### config.mk
export PLATFORM = sky130hd
export DESIGN_NAME = lv_abist_seq
export DESIGN_NICKNAME = d
export VERILOG_FILES = /design/src/rtl/lv_abist_seq.sv
export SDC_FILE = /design/constraint.sdc
export NUM_CORES = 1
export LEC_CHECK = 0
export CAP_MARGIN = 15
export CORE_MARGIN = 2
export CORE_UTILIZATION = 30
export CTS_CLUSTER_DIAMETER = 80
export DETAILED_ROUTE_END_ITERATION = 16
export PLACE_DENSITY = 0.5
export SYNTH_ARGS = -nofsm -noshare
export SYNTH_HDL_FRONTEND = slang
export SYNTH_SLANG_ARGS = --single-unit
### constraint.sdc
create_clock -name i_clk -period 4.26 [get_ports i_clk]
set_input_delay 0.639 -clock i_clk [delete_from_list [all_inputs] [get_ports i_clk]]
set_output_delay 0.639 -clock i_clk [all_outputs]
set_load 0.1 [all_outputs]
### src/rtl/lv_abist_seq.sv
// Analog BIST sequencer: steps through the enabled items in ascending order.
// Each item gets a response window, and a settle gap follows every item.
module lv_abist_seq #(
  parameter int CLK_M    = 48,
  parameter int ITEM_NUM = 4,
  parameter int WIN_US   = 70,
  parameter int GAP_US   = 10
) (
  input  logic                i_clk,
  input  logic                i_rst_n,
  input  logic                i_bist_start,
  input  logic                i_bist_abort,
  input  logic [ITEM_NUM-1:0] i_item_mask,
  input  logic [ITEM_NUM-1:0] i_abist_flag,
  output logic [ITEM_NUM-1:0] o_bist_en,
  output logic                o_bist_busy,
  output logic                o_bist_done,
  output logic [ITEM_NUM-1:0] o_bist_status,
  output logic                o_bist_fail
);

  localparam int WIN_CYC = WIN_US * CLK_M;
  localparam int GAP_CYC = GAP_US * CLK_M;
  localparam int MAX_CYC = (WIN_CYC > GAP_CYC) ? WIN_CYC : GAP_CYC;
  localparam int CNT_W   = $clog2(MAX_CYC + 1);
  localparam int IDX_W   = (ITEM_NUM > 1) ? $clog2(ITEM_NUM) : 1;

  localparam logic [CNT_W-1:0] WIN_LAST = CNT_W'(WIN_CYC - 1);
  localparam logic [CNT_W-1:0] GAP_LAST = CNT_W'(GAP_CYC - 1);
  localparam logic [CNT_W-1:0] CNT_SAT  = '1;

  typedef enum logic [1:0] {
    S_IDLE,
    S_ACTIVE,
    S_GAP,
    S_DONE
  } state_t;

  state_t              state_q, state_d;
  logic [CNT_W-1:0]    cnt_q, cnt_d;
  logic [IDX_W-1:0]    idx_q, idx_d;
  logic [ITEM_NUM-1:0] mask_q, mask_d;
  logic [ITEM_NUM-1:0] en_q, en_d;
  logic                busy_q, busy_d;
  logic                done_q, done_d;
  logic [ITEM_NUM-1:0] status_q, status_d;
  logic                fail_q, fail_d;

  logic [IDX_W:0]      first_item;
  logic [IDX_W:0]      next_item;
  logic [CNT_W-1:0]    cnt_inc;

  // Lowest set bit at or above position 'from'; MSB of the result flags a hit.
  function automatic logic [IDX_W:0] find_from(input logic [ITEM_NUM-1:0] mask,
                                               input int from);
    logic [IDX_W:0] res;
    res = '0;
    for (int i = ITEM_NUM - 1; i >= 0; i--) begin
      if (mask[i] && (i >= from)) res = {1'b1, IDX_W'(i)};
    end
    return res;
  endfunction

  function automatic logic [ITEM_NUM-1:0] onehot(input logic [IDX_W-1:0] idx);
    logic [ITEM_NUM-1:0] r;
    r = '0;
    r[idx] = 1'b1;
    return r;
  endfunction

  assign first_item = find_from(i_item_mask, 0);
  assign next_item  = find_from(mask_q, int'(idx_q) + 1);
  assign cnt_inc    = (cnt_q == CNT_SAT) ? cnt_q : cnt_q + 1'b1;

  always_comb begin
    state_d  = state_q;
    cnt_d    = cnt_q;
    idx_d    = idx_q;
    mask_d   = mask_q;
    en_d     = en_q;
    done_d   = 1'b0;
    status_d = status_q;
    fail_d   = fail_q;

    case (state_q)
      S_IDLE: begin
        if (i_bist_start) begin
          mask_d   = i_item_mask;
          status_d = '0;
          cnt_d    = '0;
          if (first_item[IDX_W]) begin
            state_d = S_ACTIVE;
            idx_d   = first_item[IDX_W-1:0];
            en_d    = onehot(first_item[IDX_W-1:0]);
          end else begin
            state_d = S_DONE;
            done_d  = 1'b1;
            fail_d  = 1'b0;
          end
        end
      end
      S_ACTIVE: begin
        cnt_d = cnt_inc;
        if (i_abist_flag[idx_q] && (cnt_q <= WIN_LAST)) begin
          status_d[idx_q] = 1'b1;
          en_d            = '0;
          cnt_d           = '0;
          state_d         = S_GAP;
        end else if (cnt_q == WIN_LAST) begin
          en_d    = '0;
          cnt_d   = '0;
          state_d = S_GAP;
        end
      end
      S_GAP: begin
        cnt_d = cnt_inc;
        if (cnt_q == GAP_LAST) begin
          cnt_d = '0;
          if (next_item[IDX_W]) begin
            state_d = S_ACTIVE;
            idx_d   = next_item[IDX_W-1:0];
            en_d    = onehot(next_item[IDX_W-1:0]);
          end else begin
            state_d = S_DONE;
            done_d  = 1'b1;
            fail_d  = |(mask_q & ~status_q);
          end
        end
      end
      default: begin
        state_d = S_IDLE;
      end
    endcase

    // Abort overrides any pass, timeout or completion decided above.
    if (i_bist_abort && (state_q != S_IDLE)) begin
      state_d  = S_IDLE;
      cnt_d    = '0;
      en_d     = '0;
      done_d   = 1'b0;
      status_d = status_q;
      fail_d   = fail_q;
    end

    busy_d = (state_d != S_IDLE);
  end

  always_ff @(posedge i_clk or negedge i_rst_n) begin
    if (!i_rst_n) begin
      state_q  <= S_IDLE;
      cnt_q    <= '0;
      idx_q    <= '0;
      mask_q   <= '0;
      en_q     <= '0;
      busy_q   <= 1'b0;
      done_q   <= 1'b0;
      status_q <= '0;
      fail_q   <= 1'b0;
    end else begin
      state_q  <= state_d;
      cnt_q    <= cnt_d;
      idx_q    <= idx_d;
      mask_q   <= mask_d;
      en_q     <= en_d;
      busy_q   <= busy_d;
      done_q   <= done_d;
      status_q <= status_d;
      fail_q   <= fail_d;
    end
  end

  assign o_bist_en     = en_q;
  assign o_bist_busy   = busy_q;
  assign o_bist_done   = done_q;
  assign o_bist_status = status_q;
  assign o_bist_fail   = fail_q;

endmodule

==> results.sh <==
export IMPL_status="complete, no violations"
export IMPL_synth_top_area_share_pct=40.2
export IMPL_p_leak_nw=0.938
export IMPL_whs_ns=0.515
export IMPL_synth_seq_area_share_pct=40.2
export IMPL_ys_types=48
export IMPL_setup_viol=0
export IMPL_die_w_um=84.2
export IMPL_ys_ff_latch=31
export IMPL_synth_top_area_cell="dfrtp_1"
export IMPL_syn_area_um2=1930
export IMPL_worst_setup_path_type="flip-flop to flip-flop"
export IMPL_synth_ff_type="dfrtp_1"
export IMPL_slew_headroom_pct=34.9
export IMPL_synth_edff_count=0
export IMPL_netlist_instances=224
export IMPL_postCtsSetupBuffers=0
export IMPL_async_flop_share_pct=100
export IMPL_nets=264
export IMPL_period_needed_ns=2.53
export IMPL_crit_path_top_delay_cell="and2_1"
export IMPL_ant_nets=0
export IMPL_pwr_density_cell_nw_per_um2=684
export IMPL_diodes=0
export IMPL_antenna_found_initial=0
export IMPL_dieArea_um2=7100
export IMPL_ioPinCount=23
export IMPL_synthToLayoutAreaGrowth_pct=19.9
export IMPL_cp_max_fo=15
export IMPL_postCtsResizedCells=0
export IMPL_cts_hold_buffers=0
export IMPL_drive_gt1_share_pct=10.5
export IMPL_syn_num_nets=241
export IMPL_clk_path_buf_depth=2
export IMPL_overflow=0
export IMPL_ir_worst_vdd_mv=0.370
export IMPL_dp_final_hpwl_um=3440
export IMPL_rsz0062_at_grt="no"
export IMPL_clk_pin_slew_ns=0.07
export IMPL_die_h_um=84.2
export IMPL_drtIter0Drc=123
export IMPL_finalHoldViolations=0
export IMPL_numClockSinks=31
export IMPL_firstDrtPassIters=4
export IMPL_tns_ns=0
export IMPL_core_rowCount=29
export IMPL_finalWeightedCongestion=0.821
export IMPL_clkLatencyLatePin_ns=0.29
export IMPL_yosysWarnings=0
export IMPL_required_ns=4.44
export IMPL_fmax_mhz=395
export IMPL_hp_start="o_bist_en[0]"
export IMPL_end_kind="flip-flop"
export IMPL_path_cells="inv_1 > ha_1 > and2_1 > or2b_2 > a211oi_2 > o22ai_2 > a22o_1"
export IMPL_grt_usage_pct=14.5
export IMPL_startpoint_type="flip-flop"
export IMPL_grt_max_degree=32
export IMPL_cts_root_buf="clkbuf_8"
export IMPL_finalMaxSlewViolations=0
export IMPL_synthTopCellsByArea="dfrtp_1, nor2_1, a21oi_1, nand2_1, o21ai_0"
export IMPL_drc=0
export IMPL_path_delay_family="simple AND/OR/NAND/NOR gates"
export IMPL_tightest_slew_ns=0.973
export IMPL_yosysMostFrequentCell="nor2_1"
export IMPL_h_tree_depth=2
export IMPL_crit_arrival_ns=2.71
export IMPL_crit_path_start="state_q[0]"
export IMPL_drv_cap=0
export IMPL_cts_made_buffers=5
export IMPL_finClkSkew_ns=0.0109
export IMPL_cts_tree="built"
export IMPL_port_buffers=22
export IMPL_grt_pass1_wl_um=8370
export IMPL_hold_path_class="flip-flop to flip-flop"
export IMPL_setup_ws_ns=1.73
export IMPL_yosys_top_cells_count="nor2_1, dfrtp_1, nand2_1"
export IMPL_viasPerCell=5.22
export IMPL_post_place_ws_ns=1.52
export IMPL_avgSynthCellArea_um2=8.62
export IMPL_start_util_pct=30.8
export IMPL_wl_per_cell_um=14.4
export IMPL_drt_total_wl_um=4680
export IMPL_worstReg2RegStart="state_q[0]"
export IMPL_coreArea_um2=6280
export IMPL_slowest_delay_ns=0.52
export IMPL_path_buf_inv=1
export IMPL_vias=1696
export IMPL_min_period_over_period_pct=59.4
export IMPL_grt_pass1_vias=1744
## worst reg2reg max path, cell delays in order, from the launching register on
cell      delay, ns
dfrtp_1        0.45
inv_1          0.11
ha_1           0.38
and2_1         0.52
or2b_2         0.36
a211oi_2       0.22
o22ai_2        0.14
a22o_1         0.25
## worst paths after layout
kind / slack, ns / depth (start not counted) / end
max: 1.73 / 7 / o_bist_en[0]
min: 0.51 / 1 / o_bist_en[0]
max reg2reg: 1.73 / 7 / o_bist_en[0]
min reg2reg: 0.51 / 1 / o_bist_en[0]
max in group asynchronous: 3.21 / 2 / state_q[1]
min in group asynchronous: 0.74 / 2 / mask_q[2]
## stage by stage
| step | instance area [µm²] | instances | total power (W) | utilization (%) |
|---|---|---|---|---|
| 2_1_floorplan | 1930 | 224 | 0.00115 | - |
| 3_3_place_gp | 2230 | 317 | 0.00136 | 35.5 |
| 3_5_place_dp | 2230 | 317 | 0.00135 | 35.5 |
| 4_1_cts | 2320 | 325 | 0.00160 | 36.9 |
| 5_1_grt | 2320 | 325 | 0.00170 | 36.9 |
| 6_report | 2320 | 325 | 0.00159 | 36.9 |
## report_power, final
part	switching, W	internal [W]
clock network	0.000122	0.000114
registers	0.0000830	0.000373
logic	0.000621	0.000272
total	0.000826	0.000759
## cell type report
type                            instances  area [µm²]
Clock buffer                            5        68.8
Clock inverter                          3        20.0
Fill cell                             667        3960
Inverter                               11        41.3
Multi-Input combinational cell        175        1090
Sequential cell                        31         776
Tap cell                               77        96.3
Timing Repair Buffer                   23         228
## cells by family (layout without fill, tap and decap cells)
kind of cell               after synthesis  after routing  synth area share (%)
AOI/OAI and AO/OA                       68             68                  23.7
xor gates and xnor gates                 6              6                  2.72
adders and majority gates                5              5                  3.24
buffers and inverters                   18             42                  3.56
DFF                                     31             31                  40.2
muxes                                    4              4                  2.85
and+or+nand+nor                         92             92                  23.8
## state kept, by name, indices dropped and copies added (netlist names)
register and flops:
cnt_q 12, idx_q 2, mask_q 4, o_bist_busy 1, o_bist_done 1, o_bist_en 4
o_bist_fail 1, o_bist_status 4, state_q 2
## layer usage
| layer | vias up | global-route usage (%) | routed length, µm |
|---|---|---|---|
| met5 | - | 0 | 0 |
| met4 | 0 | 4.84 | 73 |
| met3 | 5 | 3.34 | 181 |
| met2 | 37 | 21.8 | 2100 |
| met1 | 808 | 20.5 | 2320 |
| li1 | 846 | - | - |
## cells in the final DEF (no fill, tap or decap), drive strengths merged, types with 3 or more instances in the layout
| cell type | synthesis | routed |
|---|---|---|
| a21oi | 20 | 20 |
| a22o | 5 | 5 |
| a31oi | 6 | 6 |
| and3 | 3 | 3 |
| clkbuf | 6 | 5 |
| clkdlybuf4s50 | 0 | 22 |
| dfrtp | 31 | 31 |
| ha | 5 | 5 |
| inv | 11 | 11 |
| nand2 | 22 | 22 |
| nand2b | 4 | 4 |
| nand3 | 8 | 8 |
| nand4 | 3 | 3 |
| nor2 | 33 | 33 |
| nor2b | 5 | 5 |
| nor3 | 6 | 6 |
| o21ai | 16 | 16 |
| o22ai | 5 | 5 |
| o31ai | 3 | 3 |
| xor2 | 4 | 4 |
No activity file was read; power rests on OpenSTA's default activity.
